$ cat src/rtl/fwd_scoreboard.sv
// Forwarding and hazard scoreboard: tracks destination tags from EXE to writeback and
// derives operand forward selects, ID write-through bypass and load-use stalls.
module fwd_scoreboard #(
  parameter int NUM_SRC    = 2,
  parameter int DEPTH      = 2,
  parameter int LOAD_STAGE = 2,
  parameter int SEL_W      = $clog2(DEPTH + 1)
) (
  input  logic                     clk,
  input  logic                     reset,
  input  logic                     pipe_en,
  input  logic                     flush,
  input  logic                     id_valid,
  input  logic [5*NUM_SRC-1:0]     id_rs,
  input  logic [NUM_SRC-1:0]       id_rs_used,
  input  logic [4:0]               id_rd,
  input  logic                     id_regwen,
  input  logic                     id_is_load,
  output logic                     load_use_stall,
  output logic [NUM_SRC-1:0]       id_fwd_wb,
  output logic [SEL_W*NUM_SRC-1:0] exe_fwd_sel,
  output logic                     exe_fwd_err,
  output logic [31:0]              stall_count
);

  // index 0 is EXE, index DEPTH is writeback
  logic                 st_valid  [DEPTH+1];
  logic                 st_regwen [DEPTH+1];
  logic                 st_load   [DEPTH+1];
  logic [4:0]           st_rd     [DEPTH+1];
  logic [5*NUM_SRC-1:0] exe_rs;
  logic [NUM_SRC-1:0]   exe_rs_used;

  logic exe_seen;
  logic id_seen;

  always_ff @(posedge clk or posedge reset) begin
    if (reset) begin
      for (int k = 0; k <= DEPTH; k++) begin
        st_valid[k]  <= 1'b0;
        st_regwen[k] <= 1'b0;
        st_load[k]   <= 1'b0;
        st_rd[k]     <= 5'd0;
      end
      exe_rs      <= '0;
      exe_rs_used <= '0;
      stall_count <= 32'd0;
    end else begin
      if (pipe_en) begin
        for (int k = DEPTH; k >= 1; k--) begin
          st_valid[k]  <= st_valid[k-1];
          st_regwen[k] <= st_regwen[k-1];
          st_load[k]   <= st_load[k-1];
          st_rd[k]     <= st_rd[k-1];
        end
        st_valid[0]  <= id_valid & ~load_use_stall & ~flush;
        st_regwen[0] <= id_regwen;
        st_load[0]   <= id_is_load;
        st_rd[0]     <= id_rd;
        exe_rs       <= id_rs;
        exe_rs_used  <= id_rs_used;
      end else if (flush) begin
        st_valid[0] <= 1'b0;
      end
      if (pipe_en && load_use_stall && stall_count != 32'hFFFF_FFFF)
        stall_count <= stall_count + 32'd1;
    end
  end

  // The youngest producer stage wins, so scan from stage 1 outwards and latch the first hit.
  always_comb begin
    exe_fwd_sel = '0;
    exe_fwd_err = 1'b0;
    exe_seen    = 1'b0;
    for (int i = 0; i < NUM_SRC; i++) begin
      exe_seen = 1'b0;
      for (int k = 1; k <= DEPTH; k++) begin
        if (!exe_seen && st_valid[0] && exe_rs_used[i] && st_valid[k] && st_regwen[k] &&
            exe_rs[5*i +: 5] != 5'd0 && st_rd[k] == exe_rs[5*i +: 5]) begin
          exe_seen = 1'b1;
          exe_fwd_sel[SEL_W*i +: SEL_W] = SEL_W'(k);
          if (st_load[k] && k < LOAD_STAGE)
            exe_fwd_err = 1'b1;
        end
      end
    end
  end

  // A younger non-load writer of the same register shadows an older load behind it.
  always_comb begin
    load_use_stall = 1'b0;
    id_seen        = 1'b0;
    for (int i = 0; i < NUM_SRC; i++) begin
      id_seen = 1'b0;
      for (int k = 0; k <= DEPTH; k++) begin
        if (!id_seen && id_rs_used[i] && st_valid[k] && st_regwen[k] &&
            id_rs[5*i +: 5] != 5'd0 && st_rd[k] == id_rs[5*i +: 5]) begin
          id_seen = 1'b1;
          if (id_valid && st_load[k] && k <= LOAD_STAGE - 2)
            load_use_stall = 1'b1;
        end
      end
    end
  end

  always_comb begin
    id_fwd_wb = '0;
    for (int i = 0; i < NUM_SRC; i++) begin
      id_fwd_wb[i] = id_rs_used[i] & st_valid[DEPTH] & st_regwen[DEPTH] &
                     (id_rs[5*i +: 5] != 5'd0) & (st_rd[DEPTH] == id_rs[5*i +: 5]);
    end
  end

endmodule

$ cat config.mk
export PLATFORM = sky130hd
export DESIGN_NAME = fwd_scoreboard
export DESIGN_NICKNAME = d
export VERILOG_FILES = /design/src/rtl/fwd_scoreboard.sv
export SDC_FILE = /design/constraint.sdc
export NUM_CORES = 1
export LEC_CHECK = 0
export CORE_MARGIN = 8
export CORE_UTILIZATION = 49
export CTS_BUF_LIST = sky130_fd_sc_hd__clkbuf_8
export CTS_CLUSTER_DIAMETER = 60
export CTS_CLUSTER_SIZE = 40
export DETAILED_ROUTE_END_ITERATION = 8
export GPL_ROUTABILITY_DRIVEN = 0
export GPL_TIMING_DRIVEN = 1
export HOLD_SLACK_MARGIN = 0.06
export PLACE_DENSITY = 0.76
export SLEW_MARGIN = 20
export SYNTH_ARGS = -nofsm -noshare
export SYNTH_HDL_FRONTEND = slang
export SYNTH_SLANG_ARGS = --single-unit
export TNS_END_PERCENT = 50
$ cat constraint.sdc
create_clock -name clk -period 2 [get_ports clk]
set_input_delay 0.4 -clock clk [delete_from_list [all_inputs] [get_ports clk]]
set_output_delay 0.4 -clock clk [all_outputs]
set_load 0.01 [all_outputs]
==> flow_metrics.tcl <==
set metrics [dict create \
    status "finished with violations" \
    violations "negative setup slack" \
    track_usage_pct 22.5 \
    hold_buffers 0 \
    synth_top_area_share_pct 48.1 \
    routedWlPerCell_um 21.5 \
    insertion_delay_ns 0.35 \
    power.density_nw_per_um2 587 \
    ys_warn_count 0 \
    tightest_slew_ns 0.506 \
    drtPass1Iterations 5 \
    vias 3263 \
    avgSynthCellArea_um2 11.2 \
    worst_slack_ns -0.448 \
    period_needed_ns 2.45 \
    grt_pass1_vias 3411 \
    arrival_ns 2.05 \
    yosys-top-cells-count "67 x dfrtp_1, 41 x xnor2_1, 34 x mux2_2" \
    grt-ovfl-total 0 \
    leakage_nw 2.63 \
    synth_nets 335 \
    grt_pass1_wl_um 17500 \
    grt_max_degree 37 \
    hold_depth 2 \
    drt-met1-wl_um 4950 \
    placed_cell_area_um2 4890 \
    slew_headroom_pct 66.2 \
    routed-wl-met3_um 800 \
    synth_adder_area_share_pct 0.359 \
    synth-simple-area-share_pct 17.3 \
    hp-class "primary input to flip-flop" \
    synth.most_common_cell "dfrtp_1" \
    ios 64 \
    critPathCaptureType "output pin" \
    totalWireLength_um 12400 \
    fmax_mhz 408 \
    setup_tns_ns -4.08 \
    antenna_found_initial 1 \
    start_util_pct 51.0 \
    ant_nets 0 \
    clk_pin_slew_ns 0.07 \
    r2r-end "stall_count[11]$_DFFE_PP0P_" \
    cts_buffers 9 \
    syn_area_um2 3490 \
    yosys-top-cells-area "dfrtp_1 48%, mux2_2 11%, xnor2_1 10%" \
    die_x_um 100 \
    rrSetupSlack_ns -0.15 \
    fin_skew_ns 0.00831 \
    cp.required_ns 1.60 \
    ys_seq_elements 67 \
    worstHoldStart "id_rs[2]" \
    clock_sinks 67 \
    cts_max_level 3 \
    place_hpwl_um 7050 \
    clkPwrFrac_pct 31.5 \
    p_int_w 0.00235 \
    drc 0 \
    reg2reg_from "st_rd[10]$_DFFE_PP0P_" \
    drt_iter0_markers 155 \
    hold_violations 0 \
    grt_setup_unrepaired "true" \
    synth_top_cell_by_area "dfrtp_1" \
    cts_tree "done" \
    maxCapViolations 0 \
    nNetsFinal 499 \
    path_class "flip-flop to output pin" \
    finalMaxSlewViolations 0 \
    reg2reg_depth 8 \
    comb_power_share_pct 20.3 \
    core-area_um2 6830 \
    fp-row-count 30 \
    via_per_inst 5.66 \
    drive_above_1_share_pct 49.3 \
    port_buffers 63 \
    fp.dieH_um 100 \
    synth_enable_flop_cells 0 \
    synth_top_family_by_area "XOR/XNOR gates" \
    seq_area_frac_synth_pct 48.1 \
    synthMuxAreaShare_pct 11.6 \
    ir_drop_mv 0.469 \
    synth.distinct_cells 37 \
    critical_path.max_fanout 3 \
    min_period_over_period_pct 122 \
    cts-root-buf "clkbuf_8" \
    async_flop_share_pct 100 \
    wl_met2_um 6250 \
    synthCells 310 \
    swShare_pct 29.3 \
    final_cell_area_um2 5650 \
    synth_compound_area_share_pct 2.33 \
    setup_violations 38 \
    top_layer_used "met4" \
    start_kind "flip-flop" \
    min_to "exe_rs[2]$_DFFE_PP0P_" \
    p_seq_share_pct 48.3 \
    area_growth_syn_to_layout_pct 61.9 \
    synthXorXnorAreaFrac_pct 17.6 \
    fillCellCount 364 \
    synthFlopType "dfrtp_1" \
    cts_max_path_buffers 2 \
    p_switching_w 0.000972 \
    dieArea_um2 10100 \
]
[power groups by stage]
stage	combinational (W)	clock (W)	sequential [W]
after floorplan	0.000331	0	0.00153
after global placement	0.000523	0	0.00158
after detailed placement	0.000539	0	0.00159
after CTS	0.000585	0.00101	0.00157
after global routing	0.000709	0.00109	0.00161
final	0.000673	0.00104	0.00160
[worst max-delay path: stages (launching register included)]
cell     delay (ns)
dfrtp_1        0.39
or4_4          0.56
o21ai_4        0.18
nor4_4         0.08
nor4_2         0.30
buf_2          0.19
[final cells by class]
cell class                      count  area, µm²  area share, %
Clock buffer                       11        151           2.68
Sequential cell                    67       1690           29.9
Multi-Input combinational cell    222       2150           38.1
Antenna cell                        1       2.50         0.0443
Tap cell                           96        120           2.13
Timing Repair Buffer              164       1470           26.0
Clock inverter                      5       21.3          0.377
Inverter                           10       41.3          0.731
[routing by layer]
layer | up-vias | GRT usage (%)
li1 | 1424 | -
met1 | 1645 | 26.7
met5 | - | 0
met3 | 42 | 4.36
met4 | 0 | 9.07
met2 | 152 | 38.8
[placed cells by master (no fill, tap or decap), drive strengths merged, types with 12 or more instances in the layout]
cell type      instances
buf                  113
clkbuf                13
clkdlybuf4s50         44
dfrtp                 67
inv                   12
mux2                  36
nand2                 13
nand3                 16
nand4                 19
nor2                  17
nor3                  12
nor4                  12
xnor2                 41
xor2                  29
[registers in the layout (all words and copies together), names as in the netlist]
register	flops
stall_count	32
st_rd	15
exe_rs	10
st_regwen	3
st_valid	3
exe_rs_used	2
st_load	2
[kinds of logic (layout without fill, tap and decap cells)]
family,Yosys count,in the layout
compound gates,9,9
xor+xnor,70,70
fa+ha+maj,1,1
buf+inv,21,190
flops,67,67
mux,36,36
other cells,0,1
simple gates,106,106
[stage by stage]
| stage | setup slack, ns | power [W] | hold WS, ns | util, % | std cells |
|---|---|---|---|---|---|
| after CTS | -0.361 | 0.00316 | 0.363 | 78.6 | 571 |
| after floorplan | -0.0673 | 0.00187 | 0.463 | - | 310 |
| after global routing | -0.473 | 0.00341 | 0.366 | 82.7 | 576 |
| after global placement | -0.808 | 0.00211 | 0.490 | 71.6 | 546 |
| final | -0.448 | 0.00332 | 0.364 | 82.7 | 576 |
| after detailed placement | -0.834 | 0.00213 | 0.486 | 71.6 | 546 |
[worst max-delay path by stage]
stage / slack [ns] / end / start
final: -0.45 / exe_fwd_sel[3] / exe_rs[9]$_DFFE_PP0P_
after global routing: -0.47 / exe_fwd_sel[3] / exe_rs[9]$_DFFE_PP0P_
after CTS: -0.36 / exe_fwd_err / exe_rs[0]$_DFFE_PP0P_
after detailed placement: -0.83 / load_use_stall / id_rs[2]
after global placement: -0.81 / load_use_stall / id_rs[1]
after floorplan: -0.07 / stall_count[1]$_DFFE_PP0P_ / stall_count[0]$_DFFE_PP0P_
[timing repair]
item | in CTS | in global routing
buffers inserted | 7 | 6
gates cloned | 2 | 1
setup endpoints to repair | 41 | 40
resized for setup | 126 | 51
pin swaps | 31 | 36
Power figures use the tool's default switching activity.
